**src/rtl/kgp_diff_pkg.sv**
```systemverilog
// Shared constants and FSM encoding for the KGP_RISC diff unit and its
// diff_apply_unit decoding counterpart.
package kgp_diff_pkg;

  localparam int unsigned WORD_W          = 32;
  localparam int unsigned POS_W           = 6;
  localparam int unsigned ILLEGAL_POS_MIN = WORD_W;

  typedef enum logic [1:0] {
    IDLE  = 2'd0,
    ACCUM = 2'd1,
    FIN   = 2'd2
  } state_t;

endpackage

```
**src/rtl/diff_apply_unit_if.sv**
```systemverilog
// Start/position handshake and result bundle for diff_apply_unit.
interface diff_apply_unit_if;
  import kgp_diff_pkg::*;

  logic              start;
  logic              empty;
  logic [WORD_W-1:0] base;
  logic              pos_valid;
  logic              pos_ready;
  logic [POS_W-1:0]  pos;
  logic              pos_last;
  logic [WORD_W-1:0] out;
  logic [POS_W-1:0]  count;
  logic              busy;
  logic              done;
  logic              err;

  modport master (
    output start, empty, base, pos_valid, pos, pos_last,
    input  pos_ready, out, count, busy, done, err
  );

  modport slave (
    input  start, empty, base, pos_valid, pos, pos_last,
    output pos_ready, out, count, busy, done, err
  );

endinterface

```
**src/rtl/pos_onehot_dec.sv**
```systemverilog
// Position code to one-hot bit mask; positions at or above WORD_W give an
// all-zero mask with in_range low.
module pos_onehot_dec
  import kgp_diff_pkg::*;
(
  input  logic [POS_W-1:0]  pos,
  output logic [WORD_W-1:0] onehot,
  output logic              in_range
);

  always_comb begin
    in_range = (pos < POS_W'(ILLEGAL_POS_MIN));
    onehot   = in_range ? (WORD_W'(1) << pos) : '0;
  end

endmodule

```
**src/rtl/diff_apply_unit.sv**
```systemverilog
// Rebuilds a word from a base plus a stream of bit positions to toggle.
// Optional duplicate-position detection: define DIFF_APPLY_DUP_CHECK_EN.
module diff_apply_unit
  import kgp_diff_pkg::*;
#(
  parameter int unsigned MAX_POS = 32
) (
  input logic              clk,
  input logic              rst,
  diff_apply_unit_if.slave bus
);

  localparam int unsigned HS_W = $clog2(MAX_POS + 1);

  state_t            state_q, state_d;
  logic [WORD_W-1:0] acc_q, acc_d;
  logic [WORD_W-1:0] out_q, out_d;
  logic [POS_W-1:0]  count_q, count_d;
  logic [HS_W-1:0]   hs_q, hs_d;
  logic              err_q, err_d;

  logic [WORD_W-1:0] pos_mask;
  logic              pos_in_range;
  logic              pos_dup;

  pos_onehot_dec u_dec (
    .pos      (bus.pos),
    .onehot   (pos_mask),
    .in_range (pos_in_range)
  );

`ifdef DIFF_APPLY_DUP_CHECK_EN
  logic [WORD_W-1:0] seen_q, seen_d;
  assign pos_dup = |(seen_q & pos_mask);
`else
  assign pos_dup = 1'b0;
`endif

  always_ff @(posedge clk) begin
    if (!rst) begin
      state_q <= IDLE;
      acc_q   <= '0;
      out_q   <= '0;
      count_q <= '0;
      hs_q    <= '0;
      err_q   <= 1'b0;
`ifdef DIFF_APPLY_DUP_CHECK_EN
      seen_q  <= '0;
`endif
    end else begin
      state_q <= state_d;
      acc_q   <= acc_d;
      out_q   <= out_d;
      count_q <= count_d;
      hs_q    <= hs_d;
      err_q   <= err_d;
`ifdef DIFF_APPLY_DUP_CHECK_EN
      seen_q  <= seen_d;
`endif
    end
  end

  // out is loaded with the final accumulator on entry to FIN, so it is
  // already valid in the cycle where done is high.
  always_comb begin
    state_d = state_q;
    acc_d   = acc_q;
    out_d   = out_q;
    count_d = count_q;
    hs_d    = hs_q;
    err_d   = err_q;
`ifdef DIFF_APPLY_DUP_CHECK_EN
    seen_d  = seen_q;
`endif

    case (state_q)
      IDLE: begin
        if (bus.start) begin
          acc_d   = bus.base;
          count_d = '0;
          hs_d    = '0;
          err_d   = 1'b0;
`ifdef DIFF_APPLY_DUP_CHECK_EN
          seen_d  = '0;
`endif
          if (bus.empty) begin
            state_d = FIN;
            out_d   = bus.base;
          end else begin
            state_d = ACCUM;
          end
        end
      end

      ACCUM: begin
        if (bus.pos_valid) begin
          hs_d = hs_q + HS_W'(1);
          if (!pos_in_range || pos_dup) begin
            err_d = 1'b1;
          end else begin
            acc_d   = acc_q ^ pos_mask;
            count_d = count_q + POS_W'(1);
`ifdef DIFF_APPLY_DUP_CHECK_EN
            seen_d  = seen_q | pos_mask;
`endif
          end

          if (bus.pos_last) begin
            state_d = FIN;
          end else if (hs_q == HS_W'(MAX_POS - 1)) begin
            err_d   = 1'b1;
            state_d = FIN;
          end

          if (state_d == FIN) begin
            out_d = acc_d;
          end
        end
      end

      FIN: begin
        state_d = IDLE;
      end

      default: begin
        state_d = IDLE;
      end
    endcase
  end

  assign bus.pos_ready = (state_q == ACCUM);
  assign bus.busy      = (state_q != IDLE);
  assign bus.done      = (state_q == FIN);
  assign bus.out       = out_q;
  assign bus.count     = count_q;
  assign bus.err       = err_q;

endmodule

```
**src/flat_wrapper.sv**
```systemverilog
// flat-port wrapper written by rule: the top's interface ports become plain ports
module diff_apply_unit_flat import kgp_diff_pkg::*;
#(
  parameter int unsigned MAX_POS = 32
)
  (clk, rst, bus_start, bus_empty, bus_base, bus_pos_valid, bus_pos, bus_pos_last, bus_pos_ready, bus_out, bus_count, bus_busy, bus_done, bus_err);
  diff_apply_unit_if bus_i ();
  input logic clk;
  input logic rst;
  input wire logic [$bits(bus_i.start)-1:0] bus_start;
  input wire logic [$bits(bus_i.empty)-1:0] bus_empty;
  input wire logic [$bits(bus_i.base)-1:0] bus_base;
  input wire logic [$bits(bus_i.pos_valid)-1:0] bus_pos_valid;
  input wire logic [$bits(bus_i.pos)-1:0] bus_pos;
  input wire logic [$bits(bus_i.pos_last)-1:0] bus_pos_last;
  output wire logic [$bits(bus_i.pos_ready)-1:0] bus_pos_ready;
  output wire logic [$bits(bus_i.out)-1:0] bus_out;
  output wire logic [$bits(bus_i.count)-1:0] bus_count;
  output wire logic [$bits(bus_i.busy)-1:0] bus_busy;
  output wire logic [$bits(bus_i.done)-1:0] bus_done;
  output wire logic [$bits(bus_i.err)-1:0] bus_err;
  assign bus_i.start = bus_start;
  assign bus_i.empty = bus_empty;
  assign bus_i.base = bus_base;
  assign bus_i.pos_valid = bus_pos_valid;
  assign bus_i.pos = bus_pos;
  assign bus_i.pos_last = bus_pos_last;
  assign bus_pos_ready = bus_i.pos_ready;
  assign bus_out = bus_i.out;
  assign bus_count = bus_i.count;
  assign bus_busy = bus_i.busy;
  assign bus_done = bus_i.done;
  assign bus_err = bus_i.err;
  diff_apply_unit #(.MAX_POS(MAX_POS)) u_core (.clk(clk), .rst(rst), .bus(bus_i));
endmodule
```
**config.mk**
```make
export PLATFORM = sky130hd
export DESIGN_NAME = diff_apply_unit_flat
export DESIGN_NICKNAME = d
export VERILOG_FILES = /design/src/rtl/kgp_diff_pkg.sv /design/src/rtl/diff_apply_unit_if.sv /design/src/rtl/pos_onehot_dec.sv /design/src/rtl/diff_apply_unit.sv /design/src/flat_wrapper.sv
export SDC_FILE = /design/constraint.sdc
export NUM_CORES = 1
export LEC_CHECK = 0
export CAP_MARGIN = 20
export CELL_PAD_IN_SITES_DETAIL_PLACEMENT = 1
export CELL_PAD_IN_SITES_GLOBAL_PLACEMENT = 1
export CORE_MARGIN = 1
export CORE_UTILIZATION = 40
export CTS_CLUSTER_DIAMETER = 60
export CTS_CLUSTER_SIZE = 24
export DETAILED_ROUTE_END_ITERATION = 8
export PLACE_DENSITY_LB_ADDON = 0.1
export SLEW_MARGIN = 25
export SYNTH_ARGS = -nofsm -noshare
export SYNTH_HDL_FRONTEND = slang
export SYNTH_SLANG_ARGS = --single-unit
```
**constraint.sdc**
```tcl
create_clock -name clk -period 1.8 [get_ports clk]
set_input_delay 0.18 -clock clk [delete_from_list [all_inputs] [get_ports clk]]
set_output_delay 0.18 -clock clk [all_outputs]
set_load 0.02 [all_outputs]
```
* Word level (Yosys, flattened, before mapping) *
Index checks and enable logic that the tools add are counted.
Widths: inputs -> output; s select.

storage, ports and cells
  register bits after elaboration = 79
  word-level logic and storage cells = 57
  output and inout bits = 42
  input bits = 44

operators by class
  reductions and logical operators = 7
  mux-type cells = 30
  bitwise operators = 1
  $lt $le $gt $ge = 1
  equal/unequal tests = 9
  $add $sub $neg = 2
  shift operators = 1

operators with widths
  cell                  count
  $mux 32               8
  $pmux 32 s2           2
  $shl 1x6->32 const A  1
  $xor 32x32->32        1
  $mux 6                4
  $pmux 6 s2            2
  $mux 2                7
  $add 6x1->6 const B   2
  $eq 6x5->1 const B    1
  $lt 6x6->1 const B    1
  $ne 2x2->1 const B    3
  $mux 1                5
  $reduce_and 5->1      1
  $eq 2x2->1 const B    2
  $ne 2x1->1 const B    2
  $pmux 2 s2            1
  $reduce_and 4->1      1
  $reduce_bool 2->1     2
  $reduce_and 3->1      1
  $eq 2x1->1 const B    1
  $logic_not 2->1       1
  $pmux 1 s2            1
  $reduce_and 2->1      1

* Logic depth before layout (Yosys ltp) *
Gate-level depths: netlist of run 1.

  word-level depth = 9
  mapped depth = 7
  gate-level depth less buffers = 5

* Hierarchy *
Synthesis of run 1 repeated with hierarchy kept, for this count alone.

second synthesis, totals
  cells, all modules = 562
  area total of the unflattened synthesis = 4389.2 sq um

by module, submodules not included
  module           cells an instance  area an instance (sq um)  times used  seq. area each (sq um)
  diff_apply_unit  514                4136.5                    1           1581.5
  pos_onehot_dec   48                 252.7                     1           0.0

* Worst setup path after synthesis of run 1 *
OpenSTA, ideal clock, no wires.

  kind = reg-to-reg
  start = register u_core.state_q[0]
  end = register u_core.out_q[12], in the netlist u_core.bus.out[12]
  cell stages (with the launch flop) = 8
  arrival time = 1.537 ns
  data required time = 1.704 ns
  clock period less this slack = 1.633 ns
  path slack = 0.167 ns
  buffers on the path = 3
  setup time = 0.096 ns
  cell sequence = dfxtp_1 > buf_4 > mux2_2 > a21oi_2 > buf_6 > buf_2 > o211ai_1 > o41ai_2

between the ends
  cells in the longest elaborated chain, start to end = 7
  elaborated cells between the ends (all ways) = 14
  classes of those cells = eq/ne (6); mux (5); reduce/logical (3)

RTL lines
  item                        RTL line                text
  start: declaration          diff_apply_unit.sv:15   state_t state_q, state_d;
  start signal: assignment    diff_apply_unit.sv:51   state_q <= state_d;
  $mux 2                      diff_apply_unit.sv:110  end else if (hs_q == HS_W'(MAX_POS - 1)) begin
  $mux 2                      diff_apply_unit.sv:108  if (bus.pos_last) begin
  $mux 2                      diff_apply_unit.sv:96   if (bus.pos_valid) begin
  $mux 2                      diff_apply_unit.sv:76   case (state_q)
  $eq 2x2->1                  diff_apply_unit.sv:115  if (state_d == FIN) begin
  $ne 2x1->1 (no line)        n/a
  $reduce_and 5->1 (no line)  n/a
  end signal: assignment      diff_apply_unit.sv:53   out_q <= out_d;
  end: declaration            diff_apply_unit.sv:17   logic [WORD_W-1:0] out_q, out_d;

Several ways; a longest one is shown, not always the timed one. The select of a mux whose other input is x is not followed.
A chain may end at the register's enable or synchronous reset.

* Worst setup path in the final report of run 1 *
  start = register u_core.state_q[1]
  end = output port bus_done

between the ends
  cells in the longest elaborated chain, start to end = 1

RTL lines
  item              RTL line                text
  $eq 2x2->1        diff_apply_unit.sv:133  assign bus.done = (state_q == FIN);
  end: declaration  flat_wrapper.sv:20      output wire logic [$bits(bus_i.done)-1:0] bus_done;

Every way passes these cells.

==> flow_summary.yaml, run 1 <==
outcome:
  status: "finished clean"
die:
  initial_core_util_pct: 41.4
  die_x_um: 114
  io_pins: 86
  core_area_um2: 12100
  dieArea_um2: 13000
  rows: 40
  die_h_um: 114
clock_tree:
  clk_pin_slew_ps: 60
  cts_sinks: 79
  clk_latency_ps: 350
  numCtsBuffers: 9
  clockRootBuffer: "clkbuf_16"
  cts_tree: "done"
  cts_hold_buffers: 0
  clockBufferDepth: 2
  htree_levels: 3
routing:
  vias_per_cell: 6.10
  num_vias: 5201
  drt-total-wl_um: 17200
  wire_per_inst_um: 20.2
  drc: 0
  dr.pass1.iters: 4
  antenna_left: 0
  drtIter0Drc: 329
pwr:
  netSwitchingPower_mw: 1.62
  p_seq_share_pct: 38.2
  leakagePower_nw: 2.43
  pwr-share-comb_pct: 25.3
  power_frac_clock_pct: 36.5
  max-vdd-ir-drop_v: 0.000415
  totalPowerFinal_mw: 5.22
  p_sw_share_pct: 31.0
  powerDensity_nw_per_um2: 774
  internal_power_mw: 3.60
cells_and_area:
  layout-area-overhead-vs-synth_pct: 34.7
  fin_cells: 852
  final_util_pct: 55.7
  final_nets: 726
  drive_gt1_share_pct: 21.1
  antennaDiodeCount: 0
  design_area_um2: 6750
  fillers: 1436
global_route:
  grt_antenna_before_repair: 0
  grt_pass1_vias: 5436
  overflow: 0
  grt_use_total_pct: 28.0
  grt_max_degree: 46
  grt_pass1_wl_um: 28400
critical_path:
  startpoint_type: "flip-flop"
  cp-end-kind: "primary output"
  r2r-start: "u_core.hs_q[0]"
  rr_endpoint: "u_core.bus.out[14]"
  critPathKind: "reg -> out"
  r2r_cells: 6
  reg2reg_slack_ps: 90
  worst-path-max-fanout: 9
  cp.required_ps: 1620
  critical_path_arrival_ps: 1530
logic_synthesis:
  synth_seq_area_share_pct: 31.6
  ys.flop_type: "dfxtp_1"
  netlist_top_cells_count: "dfxtp_1 (79), a21oi_1 (60), nor3_1 (49), o211ai_1 (49), clkbuf_1 (39)"
  synth_edf_count: 0
  synth_nets: 633
  synthArstFlopShare_pct: 0
  yosys_warnings: 0
  ys_ff_latch: 79
  syn_area_per_cell_um2: 8.53
  synth.cell_area_um2: 5010
  synth_top_area_cell: "dfxtp_1"
  ys_types: 55
  yosysTopAreaCellShare_pct: 31.6
  syn_inst: 587
  synth_area_leaders: "dfxtp_1 (32%), o41ai_2 (8.8%), o211ai_1 (7.3%)"
  synth.most_common_cell: "dfxtp_1"
placed_design:
  dpl.hpwl_um: 12100
  dp_cells: 837
  gp_congestion: 0.815
  port_buffers: 85
  placed_area_um2: 6430
run:
  cap_viol_max_count: 0
timing:
  finalHoldViolCount: 0
  clock_skew_ps: 5.95
  setup_violations: 0
  layout_min_cycle_time_ps: 1710
  slew_violations: 0
  rsz0062_at_grt: "true"
  fmax_mhz: 583
  slew_headroom_pct: 73.4
  tightest_slew_ps: 396
  fin_crit_sh_pct: 95.2
  setup_tns_ps: 0
hold_path:
  hp-start: "rst"
  min_delay_worst_endpoint: "u_core.hs_q[4]"
  min-delay-path-class: "in -> reg"
  hold_depth: 2
## placed cells by master (no fill, tap or decap), types with 3 or more instances in the layout
cell type        instances
a211o_1                  5
a211oi_1                 3
a21boi_0                25
a21boi_1                 4
a21oi_1                 60
buf_12                  14
buf_4                   54
clkbuf_16                9
clkdlybuf4s50_1         82
clkinv_2                 3
dfxtp_1                 77
inv_1                    5
nand2_1                 11
nand2b_1                 4
nand3_1                 10
nand4_1                  5
nand4bb_1                3
nor2_1                  12
nor2b_1                  7
nor3_1                  47
nor3_2                   8
nor3b_1                  3
nor4_1                  30
nor4b_4                  3
nor4bb_1                 3
o211ai_1                49
o211ai_2                10
o21ai_0                 29
o21ai_1                 33
o22ai_1                  5
o41ai_2                 27
or4b_1                   3
xnor2_1                  6
## registers in the layout, summed over array words and instances (netlist names)
register          cells
u_core.acc_q         32
u_core.bus.count      6
u_core.bus.err        1
u_core.bus.out       32
u_core.hs_q           6
u_core.state_q        2
## how the worst max path moves through the flow
stage / startpoint / endpoint / slack (ps) / cells past startpoint
after floorplan: u_core.state_q[0] / u_core.bus.out[12] / 170 / 7
after global placement: bus_pos[5] / u_core.bus.out[9] / -200 / 6
after detailed placement: bus_pos[5] / u_core.bus.out[6] / -270 / 6
after CTS: u_core.state_q[1] / bus_done / 70 / 2
after global routing: u_core.hs_q[0] / u_core.bus.out[16] / -6 / 6
final: u_core.state_q[1] / bus_done / 90 / 2
## power by group through the flow
stage	sequential [mW]	combinational, mW	clock [mW]
after floorplan	2.07	0.670	0
after global placement	2.01	1.27	0
after detailed placement	2.03	1.31	0
after CTS	1.99	1.32	1.93
after global routing	2.01	1.42	2.00
final	2.00	1.32	1.91
## layout make-up
cell class | instances | area, um^2 | share of cell area (%)
multi-input cells | 430 | 3090 | 45.8
inverters | 6 | 22.5 | 0.334
flip-flops and latches | 79 | 1580 | 23.5
clock inverters | 4 | 45.0 | 0.668
repair buffers | 154 | 1540 | 22.8
well taps | 168 | 210 | 3.12
clock buffers | 11 | 253 | 3.75
## kinds of logic after synthesis
family          Yosys count  synth area share [%]
xor+xnor                  7                  1.22
simple gates            163                  20.9
compound gates          256                  38.1
flops                    79                  31.6
fa+ha+maj                 2                 0.499
mux                       2                 0.499
buf+inv                  78                  7.27
## routing by layer
metal | up-vias | routed length (um) | global-route usage (%)
met2 | 116 | 8650 | 49.3
li1 | 2469 | - | -
met1 | 2591 | 7560 | 35.1
met5 | - | 0 | 0
met3 | 25 | 587 | 3.08
met4 | 0 | 391 | 10.7
## what timing repair did
item,in CTS,in global routing
setup buffers,0,0
endpoints found under the setup margin,3,6
resized for setup,4,3
## critical path, stage by stage (launching register included)
cell             delay, ps
dfxtp_2                420
nor2b_1                160
clkdlybuf4s50_1        610
## per-stage QoR
step,hold slack (ps),setup WS [ps]
after floorplan,350,167
after global placement,456,-202
after detailed placement,469,-272
after CTS,259,72.2
after global routing,283,-6.00
final,261,86.0
No activity file was read; power rests on OpenSTA's default activity.
==> run 2, diff against run 1 <==
--- a/config.mk
+++ b/config.mk
@@ -5,13 +5,14 @@
 export SDC_FILE = /design/constraint.sdc
 export NUM_CORES = 1
 export LEC_CHECK = 0
+export ABC_AREA = 0
 export CAP_MARGIN = 20
 export CELL_PAD_IN_SITES_DETAIL_PLACEMENT = 1
 export CELL_PAD_IN_SITES_GLOBAL_PLACEMENT = 1
 export CORE_MARGIN = 1
 export CORE_UTILIZATION = 40
 export CTS_CLUSTER_DIAMETER = 60
-export CTS_CLUSTER_SIZE = 24
+export CTS_CLUSTER_SIZE = 14
 export DETAILED_ROUTE_END_ITERATION = 8
 export PLACE_DENSITY_LB_ADDON = 0.1
 export SLEW_MARGIN = 25
==> results of run 2 <==
The final DEF is identical to that of run 1; final timing and power are the same.
